## src/rtl/sync_fifo.sv

```systemverilog
// Single-clock FIFO with registered flags, registered read data and a protocol-error output.
// Build option SYNC_FIFO_STICKY_ERROR_EN: when defined, error latches until rst instead of pulsing.
module sync_fifo #(
  parameter int WIDTH = 8,
  parameter int DEPTH = 16
) (
  input  logic             clk,
  input  logic             rst,
  input  logic             write_en,
  input  logic [WIDTH-1:0] data_in,
  input  logic             read_en,
  output logic [WIDTH-1:0] data_out,
  output logic             full,
  output logic             empty,
  output logic             error
);

  localparam int AW = $clog2(DEPTH);
  localparam logic [AW:0] CNT_FULL = (AW+1)'(DEPTH);

  logic [WIDTH-1:0] mem [DEPTH];
  logic [AW-1:0]    wp;
  logic [AW-1:0]    rp;
  logic [AW:0]      count;
  logic [AW:0]      count_nxt;
  logic             wr_ok;
  logic             rd_ok;
  logic             err_now;

  // A write into a full FIFO is legal when a read frees a slot in the same cycle.
  assign wr_ok   = write_en & (~full | read_en);
  assign rd_ok   = read_en & ~empty;
  assign err_now = (write_en & full & ~read_en) | (read_en & empty);

  always_comb begin
    count_nxt = count;
    case ({wr_ok, rd_ok})
      2'b10:   count_nxt = count + 1'b1;
      2'b01:   count_nxt = count - 1'b1;
      default: count_nxt = count;
    endcase
  end

  // Storage carries no reset; only pointers, flags and read data are cleared.
  always_ff @(posedge clk) begin
    if (wr_ok) mem[wp] <= data_in;
  end

  always_ff @(posedge clk or posedge rst) begin
    if (rst) begin
      wp       <= '0;
      rp       <= '0;
      count    <= '0;
      data_out <= '0;
      full     <= 1'b0;
      empty    <= 1'b1;
      error    <= 1'b0;
    end else begin
      if (wr_ok) wp <= wp + 1'b1;
      if (rd_ok) begin
        data_out <= mem[rp];
        rp       <= rp + 1'b1;
      end
      count <= count_nxt;
      full  <= (count_nxt == CNT_FULL);
      empty <= (count_nxt == '0);
`ifdef SYNC_FIFO_STICKY_ERROR_EN
      error <= error | err_now;
`else
      error <= err_now;
`endif
    end
  end

endmodule

```

## config.mk

```make
export PLATFORM = sky130hd
export DESIGN_NAME = sync_fifo
export DESIGN_NICKNAME = d
export VERILOG_FILES = /design/src/rtl/sync_fifo.sv
export SDC_FILE = /design/constraint.sdc
export NUM_CORES = 1
export LEC_CHECK = 0
export CORE_MARGIN = 10
export CORE_UTILIZATION = 48
export CTS_BUF_LIST = sky130_fd_sc_hd__clkbuf_4
export CTS_CLUSTER_DIAMETER = 120
export DETAILED_ROUTE_END_ITERATION = 16
export PLACE_DENSITY = 0.68
export SLEW_MARGIN = 20
export SYNTH_ARGS = -nofsm -noshare
export SYNTH_HDL_FRONTEND = slang
export SYNTH_SLANG_ARGS = --single-unit
```

## constraint.sdc

```tcl
create_clock -name clk -period 2.2 [get_ports clk]
set_input_delay 0.22 -clock clk [delete_from_list [all_inputs] [get_ports clk]]
set_output_delay 0.22 -clock clk [all_outputs]
set_load 0.01 [all_outputs]
```

==> flow_summary.ini, run 1 <==
[setup_path]
r2r_slack_ps = 120
endpoint_kind = flop
r2r_cells = 5
required_ps = 2620
start_kind = flop
crit_arrival_ps = 2500
path_class = reg2reg
path_max_fanout = 12

[global_route]
grt_pass1_vias = 3268
grt-busiest-layer = met2
gr-total-overflow = 0
track_usage_pct = 14.6
grt_pass1_wl_mm = 19.3
use_met1_pct = 18.8
grt_max_degree = 32
grt_util_met2_pct = 23.2
antenna_found_initial = 0
met3_usage_pct = 3.98

[synth]
ys_types = 39
syn_inst = 325
ys_ff_latch = 152
syn-cell-area_um2 = 6170
synth_warnings = 0
avgSynthCellArea_um2 = 19.0
synth_fp_nets = 344
synth_area_leader_cell = edfxtp_1
yosysSeqAreaShare_pct = 72.1
yosysTopAreaCellShare_pct = 62.3
synthTopCellsByArea = edfxtp_1, mux4_2, dfrtp_1

[floorplanning]
rows = 41
start_util_pct = 48.9
ios = 23
chipWidth_um = 133
die_h_um = 133
core-area_um2 = 12600
dieArea_um2 = 17800

[detailed_routing]
first_iter_violations = 256
wl_per_cell_um = 21.6
finalWirelength_mm = 12.3
dr_total_vias = 3164
first_pass_iters = 4
drtAntennaViolNets = 0
viasPerCell = 5.58
drc_errors = 0

[worst_hold_path]
hp-class = in2reg
min_path_cells = 3

[sta]
rsz0062_at_grt = yes
finClkSkew_ps = 19.1
hold_viol = 0
fmax_mhz = 481
worst_hold_slack_ps = 355
drv_slew = 0
min_period_ps = 2080
final.period_utilization_pct = 94.6
slew_headroom_pct = 55.5
setup_viol = 0
worst_slew_pin_slew_ps = 668

[cells_and_area]
seqCellArea_um2 = 4450
final_area_um2 = 7280
nNetsFinal = 401
antenna_cells = 0
drive_above_1_share_pct = 29.6
multiInputGateArea_um2 = 1640
syn2layout_area_growth_pct = 17.9
nFillCells = 965

[clock_tree]
cts_buffer_depth = 2
cts.sink_count = 152
cts_tree = built
htreeDepth = 4
numCtsBuffers = 17
root_buffer = clkbuf_4
clkLatencyLatePin_ps = 540
clk_pin_slew_ps = 120

[placement]
portBuffers = 22
placed_cell_area_um2 = 6890
gp_congestion = 0.804
dpl.hpwl_mm = 7.91

[status]
status = completed

[pwr]
p_leak_nw = 2.48
ir_drop_mv = 0.502
power_density_nw_per_um2 = 1190

[job]
drv_cap = 0
cell families (layout without fill, tap and decap cells):
family,Yosys count,in the layout,synth area share (%)
flops,152,152,72.1
xor+xnor,12,12,1.70
simple gates,55,55,4.93
fa+ha+maj,7,7,1.42
buf+inv,30,100,2.43
mux,50,50,15.1
compound gates,19,19,2.37
cells in the mapped netlist (all sizes together):
library cell,number
a21oi,3
a221o,6
a31oi,1
and2,10
and4bb,1
buf,8
clkbuf,10
dfrtp,23
dfstp,1
edfxtp,128
ha,7
inv,12
mux2,9
mux2i,9
mux4,32
nand2,11
nand2b,2
nand3,4
nand4,2
nor2,7
nor3,8
nor3b,3
nor4,4
nor4b,1
o21ai,3
o21bai,1
o311ai,4
o31ai,1
or3,1
or3b,1
xnor2,8
xor2,4
path summary, 6_finish.rpt:
kind / from / endpoint
min: read_en / error$_DFF_PP0_
min in group asynchronous: rst / data_out[0]$_DFFE_PP0P_
max: rp[0]$_DFFE_PP0P_ / data_out[5]$_DFFE_PP0P_
min reg2reg: count[4]$_DFF_PP0_ / count[4]$_DFF_PP0_
max in group asynchronous: rst / empty$_DFF_PP1_
max reg2reg: rp[0]$_DFFE_PP0P_ / data_out[5]$_DFFE_PP0P_
metal layers:
metal  part of all wire (%)  vias up
met5                      0        -
met4                   0.95        0
met3                    5.9       10
met2                     51      102
met1                     42     1640
li1                       -     1412
report_power, final:
group	internal, mW	switching (mW)	leakage, nW
Clock	0.808	0.988	0.149
Combinational	1.56	1.35	0.881
Sequential	3.57	0.380	1.44
sequential cells by signal, summed over array words and instances, names as in the netlist:
register,count
data_out,8
empty,1
mem,128
full,1
wp,4
error,1
count,5
rp,4
through the flow:
| stage | total power [mW] | TNS, ps | std cells | setup slack [ps] | util (%) |
|---|---|---|---|---|---|
| 6_report | 8.67 | 0 | 567 | 120 | 57.7 |
| 3_5_place_dp | 6.88 | -1540 | 531 | -258 | 54.6 |
| 2_1_floorplan | 5.79 | 0 | 325 | 5.15 | - |
| 4_1_cts | 8.66 | 0 | 564 | 85.6 | 57.1 |
| 5_1_grt | 9.13 | -92.1 | 567 | -55.4 | 57.7 |
| 3_3_place_gp | 6.79 | -389 | 531 | -177 | 54.6 |
repair_timing:
action	in CTS	in global routing
hold buffers	1	0
endpoints found under the hold margin	12	0
setup buffers	0	3
gates resized for setup	0	9
setup endpoints to repair	0	2
area by class of cell:
cell class | instances | area share, %
flip-flops and latches | 152 | 61.1
well taps | 172 | 2.96
inverters | 12 | 0.619
multi-input cells | 143 | 22.6
clock inverters | 14 | 2.39
clock buffers | 18 | 1.86
repair buffers | 56 | 8.46
critical path: stages, from the launching register on:
cell	delay (ps)
dfrtp_2	550
buf_12	210
mux4_2	510
mux2i_1	330
nor3_1	90
a221o_1	280
cell usage in the layout, fill, tap and decap left out, drive strengths merged, types with 2 or more instances in the layout:
master,count
edfxtp,128
buf,33
mux4,32
dfrtp,23
clkdlybuf4s50,22
clkbuf,18
inv,15
nand2,11
and2,10
mux2,9
mux2i,9
xnor2,8
nor3,8
nor2,7
ha,7
a221o,6
clkinvlp,6
xor2,4
nand3,4
nor4,4
o311ai,4
a21oi,3
o21ai,3
bufinv,3
nor3b,3
nand2b,2
nand4,2
clkinv,2
No activity file was read; power rests on OpenSTA's default activity.
==> run 2: changes to the inputs <==
--- a/config.mk
+++ b/config.mk
@@ -5,12 +5,13 @@
 export SDC_FILE = /design/constraint.sdc
 export NUM_CORES = 1
 export LEC_CHECK = 0
+export CAP_MARGIN = 20
 export CORE_MARGIN = 10
-export CORE_UTILIZATION = 48
+export CORE_UTILIZATION = 55
 export CTS_BUF_LIST = sky130_fd_sc_hd__clkbuf_4
 export CTS_CLUSTER_DIAMETER = 120
 export DETAILED_ROUTE_END_ITERATION = 16
-export PLACE_DENSITY = 0.68
+export PLACE_DENSITY = 0.76
 export SLEW_MARGIN = 20
 export SYNTH_ARGS = -nofsm -noshare
 export SYNTH_HDL_FRONTEND = slang
==> run 2 against run 1 <==
Net effect:
- global-route usage up 1.3 points
- critical endpoint is now full$_DFF_PP0_
- critical path depth up 3
- wire length down 2.3%
- via count up 0.92%
==> flow_summary.ini, run 2 (synthesized netlist as in run 1, its figures left out) <==
[sta]
worst_hold_slack_ps = 31.5
slew_headroom_pct = 60.3
hold_viol = 0
finClkSkew_ps = 25.5
final.period_utilization_pct = 97.7
min_period_ps = 2150
worst_slack_ps = 49.7
drv_slew = 0
fmax_mhz = 465
setup_viol = 0
worst_slew_pin_slew_ps = 594

[clock_tree]
clkLatencyLatePin_ps = 530
cts_buffer_depth = 2
cts_tree = built
root_buffer = clkbuf_4
numCtsBuffers = 17
clk_pin_slew_ps = 130
htreeDepth = 4
cts.sink_count = 152
cts_hold_buf = 0

[detailed_routing]
drc_errors = 0
finalWirelength_mm = 12.0
first_pass_iters = 5
viasPerCell = 5.91
drtAntennaViolNets = 0
wl_per_cell_um = 22.2
first_iter_violations = 341
dr_total_vias = 3193

[floorplanning]
core-area_um2 = 10900
chipWidth_um = 126
ios = 23
rows = 38
dieArea_um2 = 15900
start_util_pct = 56.7
die_h_um = 126

[cells_and_area]
drive_above_1_share_pct = 29.6
top_register = mem
final_common_cell = edfxtp_1
nNetsFinal = 405
layout_common_cells = edfxtp_1, buf_4, mux4_2
largest_reg_flops = 128
syn2layout_area_growth_pct = 16.8
nFillCells = 710
top_regs = mem (128), data_out (8), count (5)

[setup_path]
start_kind = flop
path_class = reg2reg
path_max_fanout = 5
reg2reg_from = empty$_DFF_PP1_
required_ps = 2650
startpoint = empty$_DFF_PP1_
endpoint_kind = flop
crit_arrival_ps = 2600

[pwr]
clkPwrFrac_pct = 19.4
swShare_pct = 31.0
power_density_nw_per_um2 = 1180
p_leak_nw = 2.50
power.switching_mw = 2.64
ir_drop_mv = 0.872
pwr-share-seq_pct = 45.9
internal_power_mw = 5.87
pwr-share-comb_pct = 34.7

[worst_hold_path]
hp-class = in2async

[global_route]
grt_pass1_vias = 3340
grt_pass1_wl_mm = 19.2
gr-total-overflow = 0
grt_max_degree = 32
track_usage_pct = 15.9
antenna_found_initial = 1

[job]
drv_cap = 0

[placement]
dpl.hpwl_mm = 7.87
portBuffers = 22
gp_congestion = 0.777
dp_slack_ps = -321

[status]
status = completed
==> run 2: cell types whose count changed in the layout (fill, tap and decap cells not counted), sizes merged <==
cell / delta
clkinv: +5
inv: -1
clkinvlp: -5
dlygate4sd3: -1
buf: +5
bufinv: -1
diode: +1
clkbuf: +2
==> run 2: area by class of cell <==
cell class / instances / area [um^2] / share of cell area [%]
sequential: 152 / 4450 / 61.7
clock inverter: 12 / 126 / 1.75
tap: 140 / 175 / 2.43
clock buffer: 20 / 150 / 2.08
timing repair buffer: 60 / 618 / 8.58
multi-input combinational: 143 / 1640 / 22.8
inverter: 12 / 45.0 / 0.625
antenna: 1 / 2.50 / 0.0347
==> run 2: critical path, stage by stage (launching register included) <==
cell and delay [ps]:
dfstp_2 600, nor3b_4 60, xor2_1 150, ha_2 220, buf_4 140, nor4b_2 290
o311ai_2 130, xnor2_1 270, nor3b_2 220
==> run 2: path summary, 6_finish.rpt <==
path / to / slack (ps) / depth (start not counted)
min: rp[1]$_DFFE_PP0P_ / 30 / 3
min reg2reg: data_out[5]$_DFFE_PP0P_ / 530 / 1
max reg2reg: full$_DFF_PP0_ / 50 / 8
min in group clk: error$_DFF_PP0_ / 440 / 3
max in group asynchronous: empty$_DFF_PP1_ / 1850 / 3
max: full$_DFF_PP0_ / 50 / 8
==> run 2: repair_timing <==
| action | 4_1_cts | 5_1_grt |
|---|---|---|
| gates resized for setup | 0 | 9 |
| setup endpoints to repair | 0 | 2 |
| setup buffers | 0 | 4 |
==> run 2: stage by stage <==
stage	instances	utilization [%]	setup TNS (ps)	area, um^2	total power [mW]
2_1_floorplan	325	-	0	6170	5.79
3_3_place_gp	503	62.8	-582	6840	6.73
3_5_place_dp	503	62.8	-3310	6840	6.81
4_1_cts	535	65.4	0	7120	8.44
5_1_grt	540	66.2	-84.8	7200	8.99
6_report	540	66.2	0	7200	8.51
==> run 2: power by group through the flow <==
stage                     Sequential [mW]  Clock (mW)  Combinational (mW)
after floorplan                      3.82           0                1.97
after global placement               3.94           0                2.79
after global routing                 3.96        1.83                3.21
after detailed placement             3.96           0                2.85
final                                3.91        1.65                2.95
after CTS                            3.90        1.68                2.86
==> run 2: routing by layer <==
layer	up-vias	part of all wire [%]	routed length, um	global-route usage, %
met5	-	0	0	0
met1	1641	42	5090	20.9
met4	0	2.1	256	5.96
li1	1417	-	-	-
met3	21	6.6	786	4.66
met2	114	49	5860	24.4
==> run 3: changes to the inputs <==
--- a/config.mk
+++ b/config.mk
@@ -12,6 +12,7 @@
 export CTS_CLUSTER_DIAMETER = 120
 export DETAILED_ROUTE_END_ITERATION = 16
 export PLACE_DENSITY = 0.76
+export SETUP_SLACK_MARGIN = 0.05
 export SLEW_MARGIN = 20
 export SYNTH_ARGS = -nofsm -noshare
 export SYNTH_HDL_FRONTEND = slang
==> run 3 against run 2 <==
Net effect:
- total power decreased by 1.1%
- worst hold slack better by 300 ps
- register-to-register slack about the same
- design area down 0.12%
- fmax rose by 0.23%
- critical path type unchanged
- highest routed layer unchanged
==> flow_summary.ini, run 3 (synthesized netlist as in run 1, its figures left out) <==
[setup_path]
crit_arrival_ps = 2630
cp_slowest_cell = dfstp_2
path_max_fanout = 5
endpoint_kind = flop
path_class = reg2reg
crit_top_cell = xor2_1
cp_cell_sequence = nor3b_4 > xor2_1 > ha_2 > buf_4 > a21oi_2 > xor2_1 > mux2i_1 > o21bai_2 > nor3b_2
slowest_delay_ps = 600
required_ps = 2680
start_kind = flop

[sta]
tns_ps = 0
fmax_mhz = 466
drv_slew = 0
worst_slew_pin_slew_ps = 554
final.period_utilization_pct = 97.5
finClkSkew_ps = 23.6
rsz0062_at_grt = yes
slew_headroom_pct = 63.0
worst_slack_ps = 54.6
setup_viol = 0
hold_viol = 0
min_period_ps = 2150
worst_hold_slack_ps = 332

[cells_and_area]
syn2layout_area_growth_pct = 16.6
drive_above_1_share_pct = 30.7
antenna_cells = 0
nFillCells = 740
fin_util_pct = 66.1
largest_reg_flops = 128
layout_common_cells = edfxtp_1, buf_4, mux4_2
final_common_cell = edfxtp_1
top_regs = mem (128), data_out (8), count (5)
top_register = mem
nNetsFinal = 407
fin_cells = 541

[floorplanning]
chipWidth_um = 126
start_util_pct = 56.7
die_h_um = 126
core-area_um2 = 10900
ios = 23
rows = 38
dieArea_um2 = 15900

[global_route]
gr-total-overflow = 0
antenna_found_initial = 0
grt_pass1_vias = 3229
grt_pass1_wl_mm = 18.7
grt_max_degree = 32
track_usage_pct = 15.5

[detailed_routing]
drtAntennaViolNets = 0
finalWirelength_mm = 11.7
top_layer = met4
route.met3.wl_um = 662
viasPerCell = 5.87
drc_errors = 0
first_pass_iters = 4
first_iter_violations = 372
wl_per_cell_um = 21.7
m1WireLength_mm = 4.81
dr_total_vias = 3175
dr_wl_met2_mm = 6.10

[clock_tree]
cts_buffer_depth = 2
cts.sink_count = 152
numCtsBuffers = 17
clk_pin_slew_ps = 130
clkLatencyLatePin_ps = 560
htreeDepth = 4
root_buffer = clkbuf_4
cts_tree = built

[worst_hold_path]
hp-class = in2reg

[pwr]
ir_drop_mv = 1.07
swShare_pct = 32.5
internal_power_mw = 5.68
power.switching_mw = 2.73
pwr-share-seq_pct = 46.1
pwr-share-comb_pct = 35.9
clkPwrFrac_pct = 18.0
p_leak_nw = 2.48
power_density_nw_per_um2 = 1170

[placement]
dpl.hpwl_mm = 7.49
dp_slack_ps = -305
gp_congestion = 0.756
portBuffers = 22
placed_cells = 503

[job]
drv_cap = 0

[status]
status = completed
[run 3: worst paths after layout]
check | end | start | depth (start not counted) | slack [ps]
max | full$_DFF_PP0_ | empty$_DFF_PP1_ | 9 | 50
min | error$_DFF_PP0_ | read_en | 3 | 330
max reg2reg | full$_DFF_PP0_ | empty$_DFF_PP1_ | 9 | 50
min reg2reg | data_out[5]$_DFFE_PP0P_ | data_out[5]$_DFFE_PP0P_ | 1 | 530
max in group asynchronous | empty$_DFF_PP1_ | rst | 4 | 1340
min in group asynchronous | data_out[5]$_DFFE_PP0P_ | rst | 4 | 540
[run 3: layout make-up]
| type | instances | area (um^2) | share of cell area [%] |
|---|---|---|---|
| clock buffers | 18 | 135 | 1.88 |
| clock inverters | 14 | 118 | 1.63 |
| inverters | 12 | 45.0 | 0.626 |
| multi-input cells | 143 | 1640 | 22.8 |
| flip-flops and latches | 152 | 4450 | 61.8 |
| well taps | 140 | 175 | 2.43 |
| repair buffers | 62 | 636 | 8.83 |
[run 3: worst max-delay path: cells and delay by family, from the launching register on]
kind                     cells  cell delay, ps
multiplexers                 1             260
buffers and inverters        1             140
AND/OR/NAND/NOR              2             240
XOR/XNOR                     2             390
AO/OA/AOI/OAI                2             220
flip-flops                   1             600
adder cells (fa/ha/maj)      1             220
[run 3: timing repair]
item / CTS / global route
hold endpoints to repair: 8 / 0
endpoints found under the setup margin: 1 / 4
setup buffers: 2 / 3
cloned: 0 / 0
gates resized for setup: 1 / 13
hold buffers: 1 / 0
pin swaps: 1 / 6
[run 3: power groups by stage]
stage	sequential, mW	clock (mW)	combinational [mW]
after floorplan	3.82	0	1.97
final	3.87	1.52	3.02
after global placement	3.91	0	2.79
after global routing	3.93	1.69	3.30
after CTS	3.87	1.55	2.91
after detailed placement	3.93	0	2.85
[run 3: layer usage]
layer	vias to the layer above	global-route usage, %
li1	1424	-
met1	1647	20.1
met2	85	24.3
met3	19	4.32
met4	0	6.23
met5	-	0
[run 3: through the flow]
step                cell area [um^2]  total power [mW]
global route                    7200              8.92
detailed placement              6830              6.78
finish                          7200              8.41
floorplan                       6170              5.79
global placement                6830              6.70
CTS                             7110              8.32
